--- config.mk ---
export PLATFORM = sky130hd
export DESIGN_NAME = smg_scan_module
export DESIGN_NICKNAME = d
export VERILOG_FILES = /design/src/rtl/smg_pkg.sv /design/src/rtl/smg_glyph_lut.sv /design/src/rtl/smg_scan_module.sv
export SDC_FILE = /design/constraint.sdc
export NUM_CORES = 1
export LEC_CHECK = 0
export CORE_MARGIN = 5
export CORE_UTILIZATION = 50
export DETAILED_ROUTE_END_ITERATION = 12
export DONT_BUFFER_PORTS = 1
export HOLD_SLACK_MARGIN = 0.08
export PLACE_DENSITY = 0.62
export SKIP_LAST_GASP = 1
export SLEW_MARGIN = 25
export SYNTH_ARGS = -nofsm -noshare
export SYNTH_HDL_FRONTEND = slang
export SYNTH_SLANG_ARGS = --single-unit
--- constraint.sdc ---
create_clock -name CLK -period 3.4 [get_ports CLK]
set_input_delay 0.17 -clock CLK [delete_from_list [all_inputs] [get_ports CLK]]
set_output_delay 0.17 -clock CLK [all_outputs]
set_load 0.03 [all_outputs]
--- src/rtl/smg_pkg.sv ---
// smg_pkg
// Shared constants for the 7-segment scan driver: glyph patterns for digits,
// dash, blank and hex letters, plus the decimal-point bit position.
// Patterns are active-low in {dp,g,f,e,d,c,b,a} order with dp left dark.
package smg_pkg;

   typedef enum logic {
      GLYPH_DEC = 1'b0,
      GLYPH_HEX = 1'b1
   } glyph_set_e;

   localparam int DP_BIT = 7;

   localparam logic [7:0] SEG_0     = 8'hC0;
   localparam logic [7:0] SEG_1     = 8'hF9;
   localparam logic [7:0] SEG_2     = 8'hA4;
   localparam logic [7:0] SEG_3     = 8'hB0;
   localparam logic [7:0] SEG_4     = 8'h99;
   localparam logic [7:0] SEG_5     = 8'h92;
   localparam logic [7:0] SEG_6     = 8'h82;
   localparam logic [7:0] SEG_7     = 8'hF8;
   localparam logic [7:0] SEG_8     = 8'h80;
   localparam logic [7:0] SEG_9     = 8'h90;
   localparam logic [7:0] SEG_DASH  = 8'hBF;
   localparam logic [7:0] SEG_BLANK = 8'hFF;
   localparam logic [7:0] SEG_HEX_A = 8'h88;
   localparam logic [7:0] SEG_HEX_B = 8'h83;
   localparam logic [7:0] SEG_HEX_C = 8'hC6;
   localparam logic [7:0] SEG_HEX_D = 8'hA1;
   localparam logic [7:0] SEG_HEX_E = 8'h86;
   localparam logic [7:0] SEG_HEX_F = 8'h8E;

endpackage

--- src/rtl/smg_glyph_lut.sv ---
// smg_glyph_lut
// Combinational nibble to 7-segment pattern (active-low, dp dark).
// Ports:
//   i_nibble   [3:0]  value to display
//   i_hex_mode        glyph set: GLYPH_DEC (10 = dash, 11..15 blank) or GLYPH_HEX
//   o_seg      [7:0]  {dp,g,f,e,d,c,b,a}
module smg_glyph_lut
   import smg_pkg::*;
(
   input  logic [3:0] i_nibble,
   input  glyph_set_e i_hex_mode,
   output logic [7:0] o_seg
);

   logic w_hex;
   assign w_hex = (i_hex_mode == GLYPH_HEX);

   always_comb begin
      o_seg = SEG_BLANK;
      case (i_nibble)
         4'h0: o_seg = SEG_0;
         4'h1: o_seg = SEG_1;
         4'h2: o_seg = SEG_2;
         4'h3: o_seg = SEG_3;
         4'h4: o_seg = SEG_4;
         4'h5: o_seg = SEG_5;
         4'h6: o_seg = SEG_6;
         4'h7: o_seg = SEG_7;
         4'h8: o_seg = SEG_8;
         4'h9: o_seg = SEG_9;
         4'hA: o_seg = w_hex ? SEG_HEX_A : SEG_DASH;
         4'hB: o_seg = w_hex ? SEG_HEX_B : SEG_BLANK;
         4'hC: o_seg = w_hex ? SEG_HEX_C : SEG_BLANK;
         4'hD: o_seg = w_hex ? SEG_HEX_D : SEG_BLANK;
         4'hE: o_seg = w_hex ? SEG_HEX_E : SEG_BLANK;
         4'hF: o_seg = w_hex ? SEG_HEX_F : SEG_BLANK;
      endcase
   end

endmodule

--- src/rtl/smg_scan_module.sv ---
// smg_scan_module
// Multi-digit 7-segment scan driver with double-buffered display data.
// A load strobe captures new data into a shadow register; the shadow is
// copied to the active register only at a frame boundary so a frame is never
// torn. Each digit dwell starts with a dead window where everything is dark.
// Ports:
//   CLK, RSTn                 clock, async active-low reset
//   Number_Data [4*DIGITS]    digit nibbles, [3:0] = digit 0
//   DP_Mask, Blank_Mask       per-digit decimal point / force blank
//   Lz_En                     leading-zero suppression (captured with load)
//   Load_Req / Load_Ack       load strobe and its one-cycle acknowledge
//   Update_Done               pulses when shadow is copied to active
//   SMG_Data [7:0]            segment bus {dp,g,f,e,d,c,b,a}
//   Scan_Sig [DIGITS]         digit select, active-low one-hot
module smg_scan_module
   import smg_pkg::*;
#(
   parameter int DIGITS         = 6,
   parameter int CLK_HZ         = 50_000_000,
   parameter int SCAN_HZ        = 1000,
   parameter int DEAD_CYCLES    = 4,
   parameter int HEX_MODE       = 0,
   parameter int SEG_ACTIVE_LOW = 1
) (
   input  logic                  CLK,
   input  logic                  RSTn,
   input  logic [4*DIGITS-1:0]   Number_Data,
   input  logic [DIGITS-1:0]     DP_Mask,
   input  logic [DIGITS-1:0]     Blank_Mask,
   input  logic                  Lz_En,
   input  logic                  Load_Req,
   output logic                  Load_Ack,
   output logic                  Update_Done,
   output logic [7:0]            SMG_Data,
   output logic [DIGITS-1:0]     Scan_Sig
);

   localparam int DIV   = CLK_HZ / SCAN_HZ;
   localparam int CNT_W = (DIV > 1) ? $clog2(DIV) : 1;
   localparam int IDX_W = $clog2(DIGITS);

   localparam logic [CNT_W-1:0] CNT_LAST = CNT_W'(DIV - 1);
   localparam logic [IDX_W-1:0] IDX_LAST = IDX_W'(DIGITS - 1);
   localparam logic [7:0]       SEG_OFF  = (SEG_ACTIVE_LOW != 0) ? SEG_BLANK : ~SEG_BLANK;
   localparam glyph_set_e       GLYPH_SET = (HEX_MODE != 0) ? GLYPH_HEX : GLYPH_DEC;

   logic [CNT_W-1:0]    r_cnt;
   logic [IDX_W-1:0]    r_idx;

   logic [4*DIGITS-1:0] r_sh_num;
   logic [DIGITS-1:0]   r_sh_dp;
   logic [DIGITS-1:0]   r_sh_blank;
   logic                r_sh_lz;
   logic [4*DIGITS-1:0] r_act_num;
   logic [DIGITS-1:0]   r_act_dp;
   logic [DIGITS-1:0]   r_act_blank;
   logic                r_act_lz;
   logic                r_pending;
   // Held low from reset until the first frame swap so an unloaded display
   // keeps every digit deselected.
   logic                r_disp_en;

   logic                r_load_ack;
   logic                r_update_done;
   logic [7:0]          r_smg;
   logic [DIGITS-1:0]   r_scan;

   logic                w_boundary;
   logic [3:0]          w_nib;
   logic                w_dp;
   logic                w_blank;
   logic                w_lz_hit;
   logic                w_zero_run;
   logic [DIGITS-1:0]   w_scan;
   logic [7:0]          w_glyph;
   logic [7:0]          w_seg;
   logic                w_dead;
   logic [7:0]          w_seg_pins;
   logic [DIGITS-1:0]   w_scan_pins;

   assign w_boundary = (r_cnt == CNT_LAST) && (r_idx == IDX_LAST);

   always_ff @(posedge CLK or negedge RSTn) begin
      if (!RSTn) begin
         r_cnt <= '0;
         r_idx <= '0;
      end else if (r_cnt == CNT_LAST) begin
         r_cnt <= '0;
         r_idx <= (r_idx == IDX_LAST) ? '0 : r_idx + IDX_W'(1);
      end else begin
         r_cnt <= r_cnt + CNT_W'(1);
      end
   end

   // A load on the boundary cycle lands in the shadow after the swap has
   // already sampled the old shadow, so it stays pending for the next frame.
   always_ff @(posedge CLK or negedge RSTn) begin
      if (!RSTn) begin
         r_sh_num      <= '0;
         r_sh_dp       <= '0;
         r_sh_blank    <= '1;
         r_sh_lz       <= 1'b0;
         r_act_num     <= '0;
         r_act_dp      <= '0;
         r_act_blank   <= '1;
         r_act_lz      <= 1'b0;
         r_pending     <= 1'b0;
         r_disp_en     <= 1'b0;
         r_load_ack    <= 1'b0;
         r_update_done <= 1'b0;
      end else begin
         if (Load_Req) begin
            r_sh_num   <= Number_Data;
            r_sh_dp    <= DP_Mask;
            r_sh_blank <= Blank_Mask;
            r_sh_lz    <= Lz_En;
         end
         if (w_boundary && r_pending) begin
            r_act_num   <= r_sh_num;
            r_act_dp    <= r_sh_dp;
            r_act_blank <= r_sh_blank;
            r_act_lz    <= r_sh_lz;
            r_disp_en   <= 1'b1;
         end
         r_pending     <= Load_Req || (r_pending && !w_boundary);
         r_load_ack    <= Load_Req;
         r_update_done <= w_boundary && r_pending;
      end
   end

   // Walk from the top digit down; the zero run stays true only while every
   // digit so far is zero, which is exactly the leading-zero set.
   always_comb begin
      w_nib      = '0;
      w_dp       = 1'b0;
      w_blank    = 1'b0;
      w_lz_hit   = 1'b0;
      w_scan     = '1;
      w_zero_run = r_act_lz;
      for (int i = DIGITS - 1; i >= 0; i--) begin
         w_zero_run = w_zero_run && (r_act_num[4*i +: 4] == 4'h0);
         if (r_idx == IDX_W'(i)) begin
            w_nib     = r_act_num[4*i +: 4];
            w_dp      = r_act_dp[i];
            w_blank   = r_act_blank[i];
            w_lz_hit  = w_zero_run && (i != 0);
            w_scan[i] = 1'b0;
         end
      end
   end

   smg_glyph_lut u_lut (
      .i_nibble   (w_nib),
      .i_hex_mode (GLYPH_SET),
      .o_seg      (w_glyph)
   );

   always_comb begin
      w_seg = w_glyph;
      if (w_blank || w_lz_hit) begin
         w_seg = SEG_BLANK;
      end
      if (w_dp) begin
         w_seg[DP_BIT] = 1'b0;
      end
      w_dead      = (int'(r_cnt) < DEAD_CYCLES) || !r_disp_en;
      w_scan_pins = w_dead ? '1 : w_scan;
      w_seg_pins  = w_dead ? SEG_BLANK : w_seg;
      if (SEG_ACTIVE_LOW == 0) begin
         w_seg_pins = ~w_seg_pins;
      end
   end

   always_ff @(posedge CLK or negedge RSTn) begin
      if (!RSTn) begin
         r_smg  <= SEG_OFF;
         r_scan <= '1;
      end else begin
         r_smg  <= w_seg_pins;
         r_scan <= w_scan_pins;
      end
   end

   assign Load_Ack    = r_load_ack;
   assign Update_Done = r_update_done;
   assign SMG_Data    = r_smg;
   assign Scan_Sig    = r_scan;

endmodule

==> summary.md <==
| Metric | Value |
|---|---|
| Main synth FF type | `dfrtp_1` |
| Final net count | `460` |
| Reg-to-reg slack, setup | `between 600 and 700 ps` |
| Endpoints failing setup | `0` |
| Final Slew Violations | `0` |
| Worst Skew | `~7.7 ps` |
| Clock sinks | `around 110` |
| Synth top area share | `a little over two fifths` |
| Initial Util | `between 50% and 60%` |
| Yosys cell types | `48` |
| Final hold slack | `between 400 and 500 ps` |
| Hpwl dp | `around 5800 µm` |
| Post-layout min period | `2790 ps` |
| DRC | `0` |
| Mapped Avg Cell Area | `approximately 13 µm²` |
| Full die area | `around 12000 µm²` |
| Port-buffer cells | `0` |
| Crit end category | `register` |
| WL final | `about 9000 µm` |
| Min-Delay Path Class | `input port to asynchronous set/reset pin` |
| Post-synthesis sequential element count | `111` |
| Post-CTS setup repair buffer count | `0` |
| Critical Path End | `SMG_Data[1]` |
| Critical path origin | `r_idx[2]` |
| RSZ-0062 raised after global routing | `false` |
| Cts repair resizes | `0` |
| DR vias | `around 3000` |
| Top-Level Pins | `56` |
| Core area | `9590 µm²` |
| Crit path buf inv count | `1` |
| Commonest non-fill, non-tap cell in the layout | `dfrtp_1` |
| Vias per cell | `~5.4` |
| Clk slew on worst S/H paths | `100 ps` |
| Sequential cell area fraction in the yosys report | `approximately three fifths` |
| Diodes inserted | `0` |
| Slowest CP cell | `dfrtp_1` |
| H-tree levels | `3` |
| Worst R2R Start | `r_idx[2]` |
| Worst reg-to-reg path cell count | `8` |
| Area contributors post-synth | `dfrtp_1 (44%), mux2_2 (17%), dfstp_2 (14%), mux2_4 (2.5%), nand2_1 (1.9%)` |
| CTS root buf | `clkbuf_8` |
| Synthesized area | `roughly 4800 µm²` |
| Register area | `around 2800 µm²` |
| GP Congestion | `slightly above 0.8` |
| Die width | `roughly 110 µm` |
| VDD IR max | `around 340 µV` |
| Gr ovfl total | `0` |
| Area grow syn2layout | `15.4%` |
| Startpoint Class | `register` |
| P_leak | `between 0.002 and 0.0025 µW` |
| Pwr dens | `399 nW/µm²` |
| Post-synth EDFFs | `0` |
| CTS tree | `yes` |
| Overall power | `between 2000 and 2500 µW` |
| GRT Resource Usage Total | `16.6%` |
| Max Cap Viol | `0` |
| Initial antenna violation count | `0` |
| Clk Latency, worst-skew pair | `between 300 and 400 ps` |
| CTS Buf Count | `9` |
| Largest net degree at the start of global routing | `~110` |
| Commonest non-fill, non-tap cells in the layout | `dfrtp_1 (85), mux2_2 (71), dlygate4sd3_1 (39), dfstp_2 (26), nand2_1 (24)` |
| Crit Path Category | `register to register` |
| First-pass GRT wire length | `around 15000 µm` |
| Crit-path cells | `inv_1, ha_1, nor3b_1, a22oi_1, o22ai_1, xnor2_1, nor2_1, o21ai_0` |
| First DRT Iteration DRCs | `approximately 190` |
| CP arrival | `~3100 ps` |
| Max frequency | `about 0.36 GHz` |
| FILL cells | `a little under 800` |
| Outcome | `finished, final reports clean` |
| Drt pass-1 iters | `5` |
| RR Endpoint | `SMG_Data[1]` |
| Synth area leader | `dfrtp_1` |
| CP max FO | `15` |
| Final Hold Vio Count | `0` |
| Slew @ Worst Pin | `between 600 and 700 ps` |
| Post-synth ARST share | `100%` |
| Crit path max-delay family | `compound AO/OA/AOI/OAI gates` |
| Crit path depth | `8` |
| Multi-input gate area | `~1900 µm²` |
| CP peak stage delay | `approximately 600 ps` |
| Total negative slack | `0 ps` |
| Post-route antenna net violation count | `0` |
| Synth Instances | `~380` |
| Worst slew margin relative to its limit | `a little under three fifths` |
| Ys Warns | `0` |
| Clk buf depth | `2` |
| Share of cells above drive strength 1 | `31.0%` |
| Worst Path Required | `between 3000 and 4000 ps` |
| Vias in the first global route | `3019` |
| Final period util | `82.0%` |
| Die height | `108 µm` |
| WL/cell | `15.8 µm` |
| Syn Nets | `~420` |
| Row cnt | `36` |
[area by class of cell]
cell class	count	area share, %
multi-input combinational	243	34.5
clock inverter	5	0.739
clock buffer	11	2.35
timing repair buffer	48	8.78
inverter	5	0.336
tap	133	2.98
sequential	111	50.3
[routing by layer]
metal	vias up	routed length [µm]	track usage, %
met2	74	4010	24.8
li1	1430	-	-
met5	-	0	0
met4	0	144	5.95
met1	1492	4200	23.4
met3	11	449	4.36
[cell usage after synthesis (2+ instances only)]
cell / number
mux2_2: 71
nor3_1: 9
o211ai_1: 2
ha_1: 2
a21boi_0: 2
buf_2: 4
nand4_1: 7
xor2_1: 7
dfrtp_1: 85
clkbuf_1: 11
nor4_1: 5
dfstp_2: 26
xnor2_1: 8
mux2i_1: 7
o22ai_1: 3
a2bb2oi_1: 3
nor2b_1: 6
a211oi_1: 2
or3_1: 2
mux2_4: 8
nand3_1: 11
inv_1: 5
nand2b_1: 2
a22oi_1: 3
o21ai_0: 13
nand2_1: 24
nor3b_1: 3
o21a_1: 2
nor2_1: 21
a21oi_1: 5
[worst min-delay path by stage]
stage	start	endpoint	slack, ps	cells after the start
after floorplan	RSTn	Load_Ack	-130	0
after global placement	RSTn	r_cnt[13]	-120	0
after detailed placement	RSTn	r_cnt[11]	-120	0
after CTS	RSTn	r_act_num[16]	420	2
after global routing	RSTn	r_act_num[16]	430	2
final	RSTn	r_cnt[9]	410	2
[state kept, by name, indices dropped and copies added, names as in the netlist]
register     count
r_act_num       24
r_sh_num        24
r_cnt           16
SMG_Data         8
Scan_Sig         6
r_act_blank      6
r_act_dp         6
r_sh_blank       6
r_sh_dp          6
r_idx            3
Load_Ack         1
Update_Done      1
r_act_lz         1
r_disp_en        1
r_pending        1
r_sh_lz          1
[cells by family (layout without fill, tap and decap cells)]
logic type	count (synthesis)	count (layout)	share of synthesized area (%)
DFF	111	111	58.0
and+or+nand+nor	97	97	10.3
muxes	86	86	20.4
AOI/OAI and AO/OA	43	43	5.86
buffers and inverters	23	69	2.12
xor gates and xnor gates	15	15	2.71
adders and majority gates	2	2	0.517
[power by group]
part	total, µW	switching (µW)	leakage (µW)	internal (µW)
combinational	124	49.2	0.000968	74.7
clock	712	436	0.0000862	276
sequential	1400	24.7	0.00137	1370
total	2230	510	0.00242	1720
[timing repair]
action / CTS / global route
hold buffers: 41 / 0
endpoints found under the hold margin: 150 / 0
setup endpoints to repair: 0 / 0
[metrics by stage]
stage	utilization (%)	instances	instance area, µm²	setup WS, ps
3_3_place_gp	51.9	499	4980	852
5_1_grt	58.3	556	5590	401
4_1_cts	58.3	556	5590	670
2_1_floorplan	-	377	4840	815
6_report	58.3	556	5590	611
3_5_place_dp	51.9	499	4980	709
(Power assumes the default switching activity.)
